[config.mk]
export PLATFORM = sky130hd
export DESIGN_NAME = obstacle_spawn_ctrl
export DESIGN_NICKNAME = d
export VERILOG_FILES = /design/src/rtl/obstacle_pkg.sv /design/src/rtl/obstacle_slot_alloc.sv /design/src/rtl/obstacle_spawn_ctrl.sv
export SDC_FILE = /design/constraint.sdc
export NUM_CORES = 1
export LEC_CHECK = 0
export BUFFER_PORTS_ARGS = -buffer_cell sky130_fd_sc_hd__buf_2
export CAP_MARGIN = 20
export CORE_UTILIZATION = 35
export CTS_CLUSTER_SIZE = 30
export DETAILED_ROUTE_END_ITERATION = 16
export HOLD_SLACK_MARGIN = 0.02
export SYNTH_ARGS = -nofsm -noshare
export SYNTH_HDL_FRONTEND = slang
export SYNTH_SLANG_ARGS = --single-unit
[constraint.sdc]
create_clock -name clock -period 1.6 [get_ports clock]
set_input_delay 0.08 -clock clock [delete_from_list [all_inputs] [get_ports clock]]
set_output_delay 0.08 -clock clock [all_outputs]
set_load 0.005 [all_outputs]
[src/rtl/obstacle_pkg.sv]
// Shared types and defaults for the obstacle spawn controller.
// Includes the FSM state encoding and the index-width helper used for lane and slot fields.
package obstacle_pkg;

   localparam int DEF_N       = 7;
   localparam int DEF_LANES   = 4;
   localparam int DEF_SLOTS   = 4;
   localparam int DEF_MIN_GAP = 20;
   localparam int DEF_GW      = 5;

   typedef enum logic [2:0] {
      IDLE,
      WAIT,
      PICK,
      ALLOC,
      OFFER
   } state_t;

   // Index width for a field selecting one of n items; never narrower than one bit.
   function automatic int idx_w(input int n);
      return (n > 1) ? $clog2(n) : 1;
   endfunction

endpackage

[src/rtl/obstacle_slot_alloc.sv]
// Lowest-index free-slot finder: a purely combinational priority encoder.
// avail has a 1 for each slot that may be taken this cycle.
module obstacle_slot_alloc #(
   parameter int SLOTS = 4,
   parameter int SW    = 2
)(
   input  logic [SLOTS-1:0] avail,
   output logic             found,
   output logic [SW-1:0]    index
);

   // Scan from the top down so the lowest set bit is the last one written.
   always_comb begin
      found = 1'b0;
      index = '0;
      for (int i = SLOTS - 1; i >= 0; i--) begin
         if (avail[i]) begin
            found = 1'b1;
            index = SW'(i);
         end
      end
   end

endmodule

[src/rtl/obstacle_spawn_ctrl.sv]
// Obstacle spawn scheduler: waits a random tick gap, picks a lane from the LFSR value,
// grabs the lowest free slot and offers the spawn to the renderer over valid/ready.
module obstacle_spawn_ctrl
   import obstacle_pkg::*;
#(
   parameter int N       = DEF_N,
   parameter int LANES   = DEF_LANES,
   parameter int SLOTS   = DEF_SLOTS,
   parameter int MIN_GAP = DEF_MIN_GAP,
   parameter int GW      = DEF_GW
)(
   input  logic                      clock,
   input  logic                      resetn,
   input  logic                      enable,
   input  logic                      tick,
   input  logic [N-1:0]              rnd,
   input  logic [SLOTS-1:0]          slot_free,
   output logic                      spawn_valid,
   input  logic                      spawn_ready,
   output logic [idx_w(LANES)-1:0]   spawn_lane,
   output logic [idx_w(SLOTS)-1:0]   spawn_slot,
   output logic [SLOTS-1:0]          slot_busy,
   output logic                      stalled,
   output logic [15:0]               spawn_count
);

   localparam int LW = idx_w(LANES);
   localparam int SW = idx_w(SLOTS);
   localparam int CW = $clog2(MIN_GAP + (2 ** GW));

   state_t            state;
   state_t            state_next;
   logic [CW-1:0]     countdown;
   logic [CW-1:0]     next_gap;
   logic [LW-1:0]     lane;
   logic [LW-1:0]     last_lane;
   logic [SW-1:0]     slot;
   logic [SLOTS-1:0]  occupied;
   logic [SLOTS-1:0]  accept_onehot;
   logic              accept;
   logic              found;
   logic [SW-1:0]     free_index;

   // A repeat of the previous lane is bumped to the next one so consecutive spawns differ.
   function automatic logic [LW-1:0] pick_lane(input logic [LW-1:0] raw,
                                                input logic [LW-1:0] last);
      return (raw == last) ? raw + LW'(1) : raw;
   endfunction

   function automatic logic [CW-1:0] gap_of(input logic [N-1:0] r);
      return CW'(MIN_GAP) + CW'(r[N-1 -: GW]);
   endfunction

   assign spawn_valid   = (state == OFFER);
   assign spawn_lane    = lane;
   assign spawn_slot    = slot;
   assign accept        = spawn_valid && spawn_ready;
   assign occupied      = slot_busy & ~slot_free;
   assign accept_onehot = accept ? (SLOTS'(1) << slot) : '0;

   obstacle_slot_alloc #(
      .SLOTS (SLOTS),
      .SW    (SW)
   ) u_slot_alloc (
      .avail (~occupied),
      .found (found),
      .index (free_index)
   );

   always_comb begin
      state_next = state;
      stalled    = 1'b0;
      unique case (state)
         IDLE:    if (enable) state_next = WAIT;
         WAIT:    if (tick && countdown == CW'(1)) state_next = PICK;
         PICK:    state_next = ALLOC;
         ALLOC: begin
            if (found) state_next = OFFER;
            else       stalled    = 1'b1;
         end
         OFFER:   if (spawn_ready) state_next = WAIT;
         default: state_next = IDLE;
      endcase
      if (!enable) state_next = IDLE;
   end

   always_ff @(posedge clock or negedge resetn) begin
      if (!resetn) begin
         state <= IDLE;
      end else begin
         state <= state_next;
      end
   end

   // Countdown only runs in WAIT; the new gap starts counting from the accepted handshake.
   always_ff @(posedge clock or negedge resetn) begin
      if (!resetn) begin
         countdown <= CW'(MIN_GAP);
      end else if (!enable) begin
         countdown <= CW'(MIN_GAP);
      end else if (accept) begin
         countdown <= next_gap;
      end else if (state == WAIT && tick) begin
         countdown <= countdown - CW'(1);
      end
   end

   always_ff @(posedge clock or negedge resetn) begin
      if (!resetn) begin
         lane     <= '0;
         next_gap <= '0;
         slot     <= '0;
      end else begin
         if (state == PICK) begin
            lane     <= pick_lane(rnd[LW-1:0], last_lane);
            next_gap <= gap_of(rnd);
         end
         if (state == ALLOC && found) begin
            slot <= free_index;
         end
      end
   end

   // Releases land every cycle regardless of state; an accepted slot wins over its own release.
   always_ff @(posedge clock or negedge resetn) begin
      if (!resetn) begin
         slot_busy   <= '0;
         last_lane   <= '0;
         spawn_count <= '0;
      end else begin
         slot_busy <= occupied | accept_onehot;
         if (accept) begin
            last_lane   <= lane;
            spawn_count <= spawn_count + 16'd1;
         end
      end
   end

endmodule
Word-level counts from Yosys, hierarchy flattened
Index checks and enable logic that the tools add are counted.
W data, S select, Z words.
{"block": "classes", "addsub": 4, "eq_ne": 10, "shift": 1, "muxes": 20, "n_bitwise": 4, "n_reduce_logical": 6}
{"cell": "$mux W6", "count": 3}
{"cell": "$add A16 B1 Y16 const B", "count": 1}
{"cell": "$pmux W3 S5", "count": 1}
{"cell": "$mux W3", "count": 4}
{"cell": "$mux W2", "count": 5}
{"cell": "$not A4 Y4", "count": 2}
{"cell": "$add A5 B5 Y6 const A", "count": 1}
{"cell": "$eq A3 B2 Y1 const B", "count": 2}
{"cell": "$eq A6 B1 Y1 const B", "count": 1}
{"cell": "$mux W1", "count": 6}
{"cell": "$ne A3 B3 Y1 const B", "count": 2}
{"cell": "$sub A6 B1 Y6 const B", "count": 1}
{"cell": "$and A4 B4 Y4", "count": 1}
{"cell": "$logic_and A1 B1 Y1", "count": 4}
{"cell": "$mux W4", "count": 1}
{"cell": "$or A4 B4 Y4", "count": 1}
{"cell": "$shl A1 B2 Y4 const A", "count": 1}
{"cell": "$eq A3 B1 Y1 const B", "count": 1}
{"cell": "$eq A3 B3 Y1 const B", "count": 1}
{"cell": "$logic_not A3 Y1", "count": 1}
{"cell": "$ne A3 B1 Y1 const B", "count": 1}
{"cell": "$ne A3 B2 Y1 const B", "count": 1}
{"cell": "$reduce_and A3 Y1", "count": 1}
{"cell": "$add A2 B1 Y2 const B", "count": 1}
{"cell": "$eq A2 B2 Y1", "count": 1}
{"block": "totals", "ff_bits": 41, "inputBits": 16, "output_inout_bits": 26, "word_cells": 53}

Longest topological paths before layout
Gate-level depths: netlist (run 1).
{"block": "logic_depth", "depth_word": 10, "depth_mapped": 6, "ltp_nobuf": 6}

By module
From an unflattened synthesis (run 1), not the netlist that was laid out.
{"block": "unflattened", "cells_unflattened": 193, "hier_area_um2": 2031.9}
{"module": "obstacle_spawn_ctrl", "instances": 1, "cells_each": 186, "area_per_inst_um2": 1996.9, "seq_area_each_um2": 1028.5}
{"module": "obstacle_slot_alloc", "instances": 1, "cells_each": 7, "area_per_inst_um2": 35.0, "seq_area_each_um2": 0.0}

Least setup slack after synthesis (run 1)
Ideal clock, no wire load.
{"block": "synth_path", "path_kind": "flip-flop to flip-flop", "start": "register state[1]", "end": "register countdown[5]", "setup_time_ps": 119, "arrival_time_ps": 1544, "t_required_ps": 1481, "setup_slack_ps": -63, "path_stages_with_launch": 6, "path_buffers": 1, "synth_period_minus_slack_ps": 1663, "path_cell_list": "dfrtp_1 > buf_6 > nand4bb_4 > or4_4 > o311a_1 > o21a_1"}
{"block": "synth_via", "elab_chain_len": 4, "elab_cells_between_ends": 7, "cone_classes": "eq/ne: 3; mux: 2; reduce/logical: 2"}
{"element": "start, declared", "line": "obstacle_spawn_ctrl.sv:31", "text": "state_t state;"}
{"element": "start signal, assigned", "line": "obstacle_spawn_ctrl.sv:91", "text": "state <= state_next;"}
{"element": "$eq A3 B3 Y1", "line": "obstacle_spawn_ctrl.sv:54", "text": "assign spawn_valid = (state == OFFER);"}
{"element": "$logic_and A1 B1 Y1", "line": "obstacle_spawn_ctrl.sv:57", "text": "assign accept = spawn_valid && spawn_ready;"}
{"element": "$mux W6", "line": "obstacle_spawn_ctrl.sv:101", "text": "end else if (accept) begin"}
{"element": "$mux W6", "line": "obstacle_spawn_ctrl.sv:99", "text": "end else if (!enable) begin"}
{"element": "end signal, assigned", "line": "obstacle_spawn_ctrl.sv:98", "text": "countdown <= CW'(MIN_GAP);"}
{"element": "end signal, assigned", "line": "obstacle_spawn_ctrl.sv:100", "text": "countdown <= CW'(MIN_GAP);"}
{"element": "end signal, assigned", "line": "obstacle_spawn_ctrl.sv:102", "text": "countdown <= next_gap;"}
{"element": "end, declared", "line": "obstacle_spawn_ctrl.sv:33", "text": "logic [CW-1:0] countdown;"}
Several ways; a longest one is shown, not always the timed one.
A chain may end at the register's enable or synchronous reset.

Worst setup path after layout (run 1)
{"block": "layout_path", "start": "register state[2]", "end": "register countdown[5]"}
Same word-level chain as after synthesis.

==> flow_metrics.env, run 1 <==
export IMPL_fillers=517
export IMPL_dp_hpwl_microns=2940
export IMPL_slew_viol_final=0
export IMPL_diodes=0
export IMPL_cpPeakStageDelay_ps=440
export IMPL_synthesis_nets=215
export IMPL_dp_cells=314
export IMPL_path_class="reg -> reg"
export IMPL_ys_ff_latch=41
export IMPL_syn_inst=195
export IMPL_finalSetupViolCount=1
export IMPL_drc_errors=0
export IMPL_gp_congestion=0.784
export IMPL_start_kind="flip-flop"
export IMPL_worst_pin_slew_ps=493
export IMPL_cts_path_max_buffers=2
export IMPL_die_w_microns=77.4
export IMPL_ys_warn_count=0
export IMPL_crit_path_cell_trace="nand4bb_4 -> or4_4 -> o311a_1 -> o21a_1"
export IMPL_final_area_sq_um=2560
export IMPL_track_usage_pct=14.6
export IMPL_dpl_cell_area_sq_um=2350
export IMPL_end_kind="flip-flop"
export IMPL_synth_edf_count=0
export IMPL_std_cell_rows=27
export IMPL_drt_iter0_drc=81
export IMPL_core_area_sq_um=5510
export IMPL_power_share_clock_pct=40.1
export IMPL_status="complete, but fails checks"
export IMPL_firstDrtPassIters=4
export IMPL_crit_fanout=3
export IMPL_syn_area_sq_um=1990
export IMPL_cap_viol_max_count=0
export IMPL_synth_distinct_cells=42
export IMPL_rsz0062_at_grt="true"
export IMPL_yosys_most_used_dff="dfrtp_1"
export IMPL_htree_levels=2
export IMPL_clockRootBuffer="clkbuf_8"
export IMPL_overflow=0
export IMPL_cts_sinks=41
export IMPL_vias_per_cell=4.83
export IMPL_multi_input_area_sq_um=932
export IMPL_layout_setup_ws_ps=-29.1
export IMPL_die_area_sq_um=6000
export IMPL_async_flop_share_pct=100
export IMPL_port_buffers=41
export IMPL_start_util_pct=36.2
export IMPL_p_sw_uw=419
export IMPL_power_internal_uw=1560
export IMPL_p_per_area_nw_per_um2=775
export IMPL_slew_headroom_pct=67.1
export IMPL_vdd_drop_max_v=0.000411
export IMPL_cts_tree="yes"
export IMPL_post_route_min_period_ps=1630
export IMPL_avgSynthCellArea_sq_um=10.2
export IMPL_total_power_uw=1980
export IMPL_fmax_mhz=614
export IMPL_fin_nets=277
export IMPL_seqPwrFrac_pct=53.7
export IMPL_dp_slack_ps=-14.9
export IMPL_antenna_found_initial=0
export IMPL_p_leak_uw=0.00123
export IMPL_arrival_ps=1810
export IMPL_syn_to_final_growth_pct=28.3
export IMPL_layout_drive_gt1_share_pct=33.1
export IMPL_cts_buffers=5
export IMPL_switching_share_pct=21.1
export IMPL_first_global_vias=1521
export IMPL_p_comb_share_pct=6.1
export IMPL_grt_max_degree=23
export IMPL_fin_hold_ws_ps=28.3
export IMPL_hold_path_class="in -> reg"
export IMPL_io_pins=42
export IMPL_regArea_sq_um=1030
export IMPL_finalCritPeriodShare_pct=102
export IMPL_drt_wl_total_microns=4140
export IMPL_wl_per_cell_microns=12.6
export IMPL_synth_seq_area_share_pct=51.6
export IMPL_worstPathRequired_ps=1780
export IMPL_antenna_left=0
export IMPL_grt_pass1_wl_microns=6970
export IMPL_final_cells=329
export IMPL_clk_latency_ps=290
export IMPL_vias=1589
export IMPL_violations="negative setup slack"
export IMPL_hold_viol_final=0
export IMPL_die_h_microns=77.4
export IMPL_clock_skew_ps=5.18
export IMPL_cpMaxStageDelayCell="or4_4"
export IMPL_cts_clk_slew_worst_paths_ps=80
layer usage:
layer | GRT usage (%) | wire length (microns) | vias up | share of wire (%)
li1 | - | - | 791 | -
met1 | 18.9 | 1950 | 764 | 47
met2 | 24.1 | 2010 | 30 | 49
met3 | 3.65 | 137 | 4 | 3.3
met4 | 4.34 | 38 | 0 | 0.92
met5 | 0 | 0 | - | 0
path summary, 6_finish.rpt:
kind / from / end / slack (ps) / cells after the start
worst max-delay path: state[2] / countdown[5] / -30 / 4
worst min-delay path: rnd[2] / next_gap[0] / 30 / 2
worst max register to register: state[2] / countdown[5] / -30 / 4
worst min register to register: spawn_count[15] / spawn_count[15] / 470 / 1
max in group asynchronous: resetn / countdown[2] / 710 / 3
min in group asynchronous: resetn / spawn_count[12] / 280 / 2
stage by stage:
step	setup TNS [ps]	utilization [%]
6_report	-29.1	46.4
5_1_grt	-203	46.4
4_1_cts	-62.2	45.2
3_5_place_dp	-14.9	42.6
3_3_place_gp	0	42.6
2_1_floorplan	-63.0	-
layout by cell type (no fill, tap or decap), types with 7 or more instances in the layout:
| cell type | n |
|---|---|
| nor2_1 | 13 |
| buf_2 | 41 |
| buf_4 | 18 |
| o21ai_0 | 7 |
| nand3_1 | 7 |
| xnor2_1 | 11 |
| dfrtp_1 | 39 |
| a21oi_1 | 11 |
| nand2_1 | 23 |
| inv_1 | 11 |
| xor2_1 | 8 |
cell usage after synthesis (all sizes together), types with 2 or more instances:
master | instances | share of area [%]
buf | 3 | 1.0
or4 | 2 | 0.94
dfstp | 2 | 2.6
o21ai | 7 | 1.8
clkbuf | 3 | 0.57
o41ai | 2 | 0.88
inv | 11 | 2.1
xor2 | 8 | 3.5
nand3 | 7 | 1.8
nor3 | 7 | 1.8
nand2 | 23 | 4.3
nand2b | 5 | 1.6
a21oi | 11 | 2.8
mux2 | 4 | 2.3
ha | 4 | 2.5
nor3b | 3 | 1.1
xnor2 | 11 | 4.8
nor2 | 16 | 3.0
or3 | 2 | 0.63
and4bb | 2 | 1.4
a31oi | 2 | 0.63
nand4 | 3 | 0.94
dfrtp | 39 | 49
and2 | 2 | 0.63
o21a | 2 | 0.75
nor4 | 2 | 0.63
registers in the layout, indices dropped and copies added, names as in the netlist:
| signal | cells |
|---|---|
| countdown | 6 |
| last_lane | 2 |
| next_gap | 6 |
| slot_busy | 4 |
| spawn_count | 16 |
| spawn_lane | 2 |
| spawn_slot | 2 |
| state | 3 |
cell families (layout without fill, tap and decap cells):
group / after synthesis / after routing / synth area share, %
xor gates and xnor gates: 19 / 19 / 8.35
DFF: 41 / 41 / 51.6
muxes: 4 / 4 / 2.26
buffers and inverters: 17 / 79 / 3.64
and+or+nand+nor: 78 / 78 / 21.3
AOI/OAI and AO/OA: 32 / 32 / 10.3
adders and majority gates: 4 / 4 / 2.51
worst max-delay path, delay by kind of cell, from the launching register on:
family | cells | cell delay (ps)
AND/OR/NAND/NOR | 2 | 660
AO/OA/AOI/OAI | 2 | 480
flip-flops | 1 | 380
area by class of cell:
| type | instances | area share [%] |
|---|---|---|
| Clock buffer | 5 | 2.69 |
| Clock inverter | 2 | 1.37 |
| Inverter | 11 | 1.62 |
| Multi-Input combinational cell | 137 | 36.5 |
| Sequential cell | 41 | 40.2 |
| Tap cell | 72 | 3.52 |
| Timing Repair Buffer | 61 | 14.1 |
timing repair:
| action | CTS | global route |
|---|---|---|
| hold buffers | 2 | 0 |
| hold endpoints to repair | 21 | 0 |
| endpoints found under the setup margin | 2 | 12 |
| pin swaps | 0 | 5 |
| buffers inserted | 1 | 5 |
| resized for setup | 2 | 7 |
power groups by stage:
stage,combinational (uW),sequential [uW],clock (uW)
final,121,1060,794
after detailed placement,116,1080,0
after floorplan,52.5,1080,0
after global routing,140,1070,879
after CTS,122,1060,829
after global placement,114,1080,0
Note: power is estimated with default switching activity, not from simulation.
==> run 2, diff against run 1 <==
CORE_UTILIZATION = 30   (was 35)
==> run 2 against run 1 <==
Net effect:
- the flow still finishes with violations (negative setup slack)
- worst hold slack gained 57 ps
- total power grew 4.0%
- sequential cell count unchanged
- die area up 16%
- maximum frequency about the same
- sequential share of layout area shrank 1.3 points
- largest power group unchanged
==> flow_metrics.env, run 2 (same netlist as run 1, synthesis figures left out) <==
export IMPL_hold_viol_final=0
export IMPL_io_pins=42
export IMPL_track_usage_pct=12.9
export IMPL_arrival_ps=1810
export IMPL_syn_to_final_growth_pct=32.6
export IMPL_core_area_sq_um=6390
export IMPL_worstPathRequired_ps=1780
export IMPL_finalSetupViolCount=2
export IMPL_std_cell_rows=29
export IMPL_firstDrtPassIters=4
export IMPL_cts_clk_slew_worst_paths_ps=80
export IMPL_first_global_vias=1565
export IMPL_top_regs="spawn_count (16), countdown (6), next_gap (6)"
export IMPL_hold_path_class="in -> reg"
export IMPL_cts_path_max_buffers=2
export IMPL_fin_nets=284
export IMPL_die_w_microns=83.5
export IMPL_vias_per_cell=4.67
export IMPL_dp_cells=324
export IMPL_drc_errors=0
export IMPL_grt_pass1_wl_microns=7250
export IMPL_p_per_area_nw_per_um2=779
export IMPL_die_area_sq_um=6970
export IMPL_antenna_left=0
export IMPL_dp_hpwl_microns=3030
export IMPL_rsz0062_at_grt="true"
export IMPL_path_class="reg -> reg"
export IMPL_worst_pin_slew_ps=548
export IMPL_dp_slack_ps=-24.3
export IMPL_post_route_min_period_ps=1630
export IMPL_final_cells=342
export IMPL_drt_iter0_drc=73
export IMPL_vdd_drop_max_v=0.000440
export IMPL_start_util_pct=31.2
export IMPL_die_h_microns=83.5
export IMPL_layout_setup_ws_ps=-27.9
export IMPL_finalCritPeriodShare_pct=102
export IMPL_layout_common_cells="buf_2, dfrtp_1, nand2_1, buf_4, nor2_1"
export IMPL_cap_viol_max_count=0
export IMPL_layout_commonest_cell="buf_2"
export IMPL_slew_headroom_pct=63.2
export IMPL_vias=1596
export IMPL_htree_levels=2
export IMPL_rrSetupSlack_ps=-30
export IMPL_antenna_found_initial=0
export IMPL_diodes=0
export IMPL_regMostFlops="spawn_count"
export IMPL_tns_ps=-46.5
export IMPL_largest_register_ffs=16
export IMPL_grt_max_degree=42
export IMPL_overflow=0
export IMPL_multi_input_area_sq_um=941
export IMPL_crit_fanout=4
export IMPL_clk_latency_ps=290
export IMPL_slew_viol_final=0
export IMPL_end_kind="flip-flop"
export IMPL_clock_skew_ps=6.69
export IMPL_clockRootBuffer="clkbuf_8"
export IMPL_port_buffers=41
export IMPL_cts_sinks=41
export IMPL_p_leak_uw=0.00128
export IMPL_start_kind="flip-flop"
export IMPL_layout_drive_gt1_share_pct=34.0
export IMPL_violations="negative setup slack"
export IMPL_gp_congestion=0.758
export IMPL_fmax_mhz=614
export IMPL_wl_per_cell_microns=12.5
export IMPL_regArea_sq_um=1030
export IMPL_fin_hold_ws_ps=85.0
export IMPL_fillers=647
export IMPL_status="complete, but fails checks"
export IMPL_drt_wl_total_microns=4260
export IMPL_cts_buffers=5
export IMPL_cts_tree="yes"
==> run 2: changes by cell type in the layout (fill, tap and decap cells not counted), moves of 2 or more <==
cell / previous run / this run
nor3_2: 1 / 3
nor3_1: 6 / 4
dlygate4sd3_1: 2 / 4
nor2_1: 13 / 16
nor2_2: 3 / 0
buf_4: 18 / 23
==> run 2: layout make-up <==
| class | instances | area share [%] |
|---|---|---|
| Multi-Input combinational cell | 137 | 35.6 |
| Tap cell | 77 | 3.65 |
| Clock buffer | 7 | 3.27 |
| Timing Repair Buffer | 68 | 15.8 |
| Clock inverter | 1 | 1.14 |
| Sequential cell | 41 | 38.9 |
| Inverter | 11 | 1.56 |
==> run 2: path summary, 6_finish.rpt <==
check	depth (start not counted)	end	start
worst min-delay path	2	countdown[2]	enable
worst max register to register	4	countdown[5]	state[1]
max in group asynchronous	3	countdown[4]	resetn
worst max-delay path	4	countdown[5]	state[1]
min in group asynchronous	3	slot_busy[1]	resetn
worst min register to register	1	spawn_count[15]	spawn_count[15]
==> run 2: where the power goes <==
part / internal, uW / switching, uW
sequential: 1050 / 12.2
clock: 509 / 357
combinational: 63.7 / 67.0
==> run 2: what timing repair did <==
item	in CTS	in global routing
hold buffers	4	0
setup buffers	0	6
endpoints found under the hold margin	42	0
setup endpoints to repair	2	13
pin swaps	0	4
resized for setup	2	7
==> run 2: worst max-delay path: stages (launching register included) <==
cell	delay [ps]
dfrtp_1	410
nand4bb_4	200
or4_4	440
o311a_1	300
o21a_1	160
==> run 2: layer usage <==
layer	vias to the layer above	part of all wire, %	wire [microns]	global-route usage (%)
met5	-	0	0	0
met4	0	1.1	48	3.70
met3	6	3.9	166	3.07
met2	35	44	1890	19.9
met1	744	51	2160	18.1
li1	811	-	-	-
==> run 2: metrics by stage <==
stage / power [uW] / area [sq um] / utilization (%)
2_1_floorplan: 1140 / 1990 / -
6_report: 2060 / 2640 / 41.4
3_5_place_dp: 1210 / 2390 / 37.4
5_1_grt: 2150 / 2640 / 41.4
3_3_place_gp: 1200 / 2390 / 37.4
4_1_cts: 2090 / 2560 / 40.0
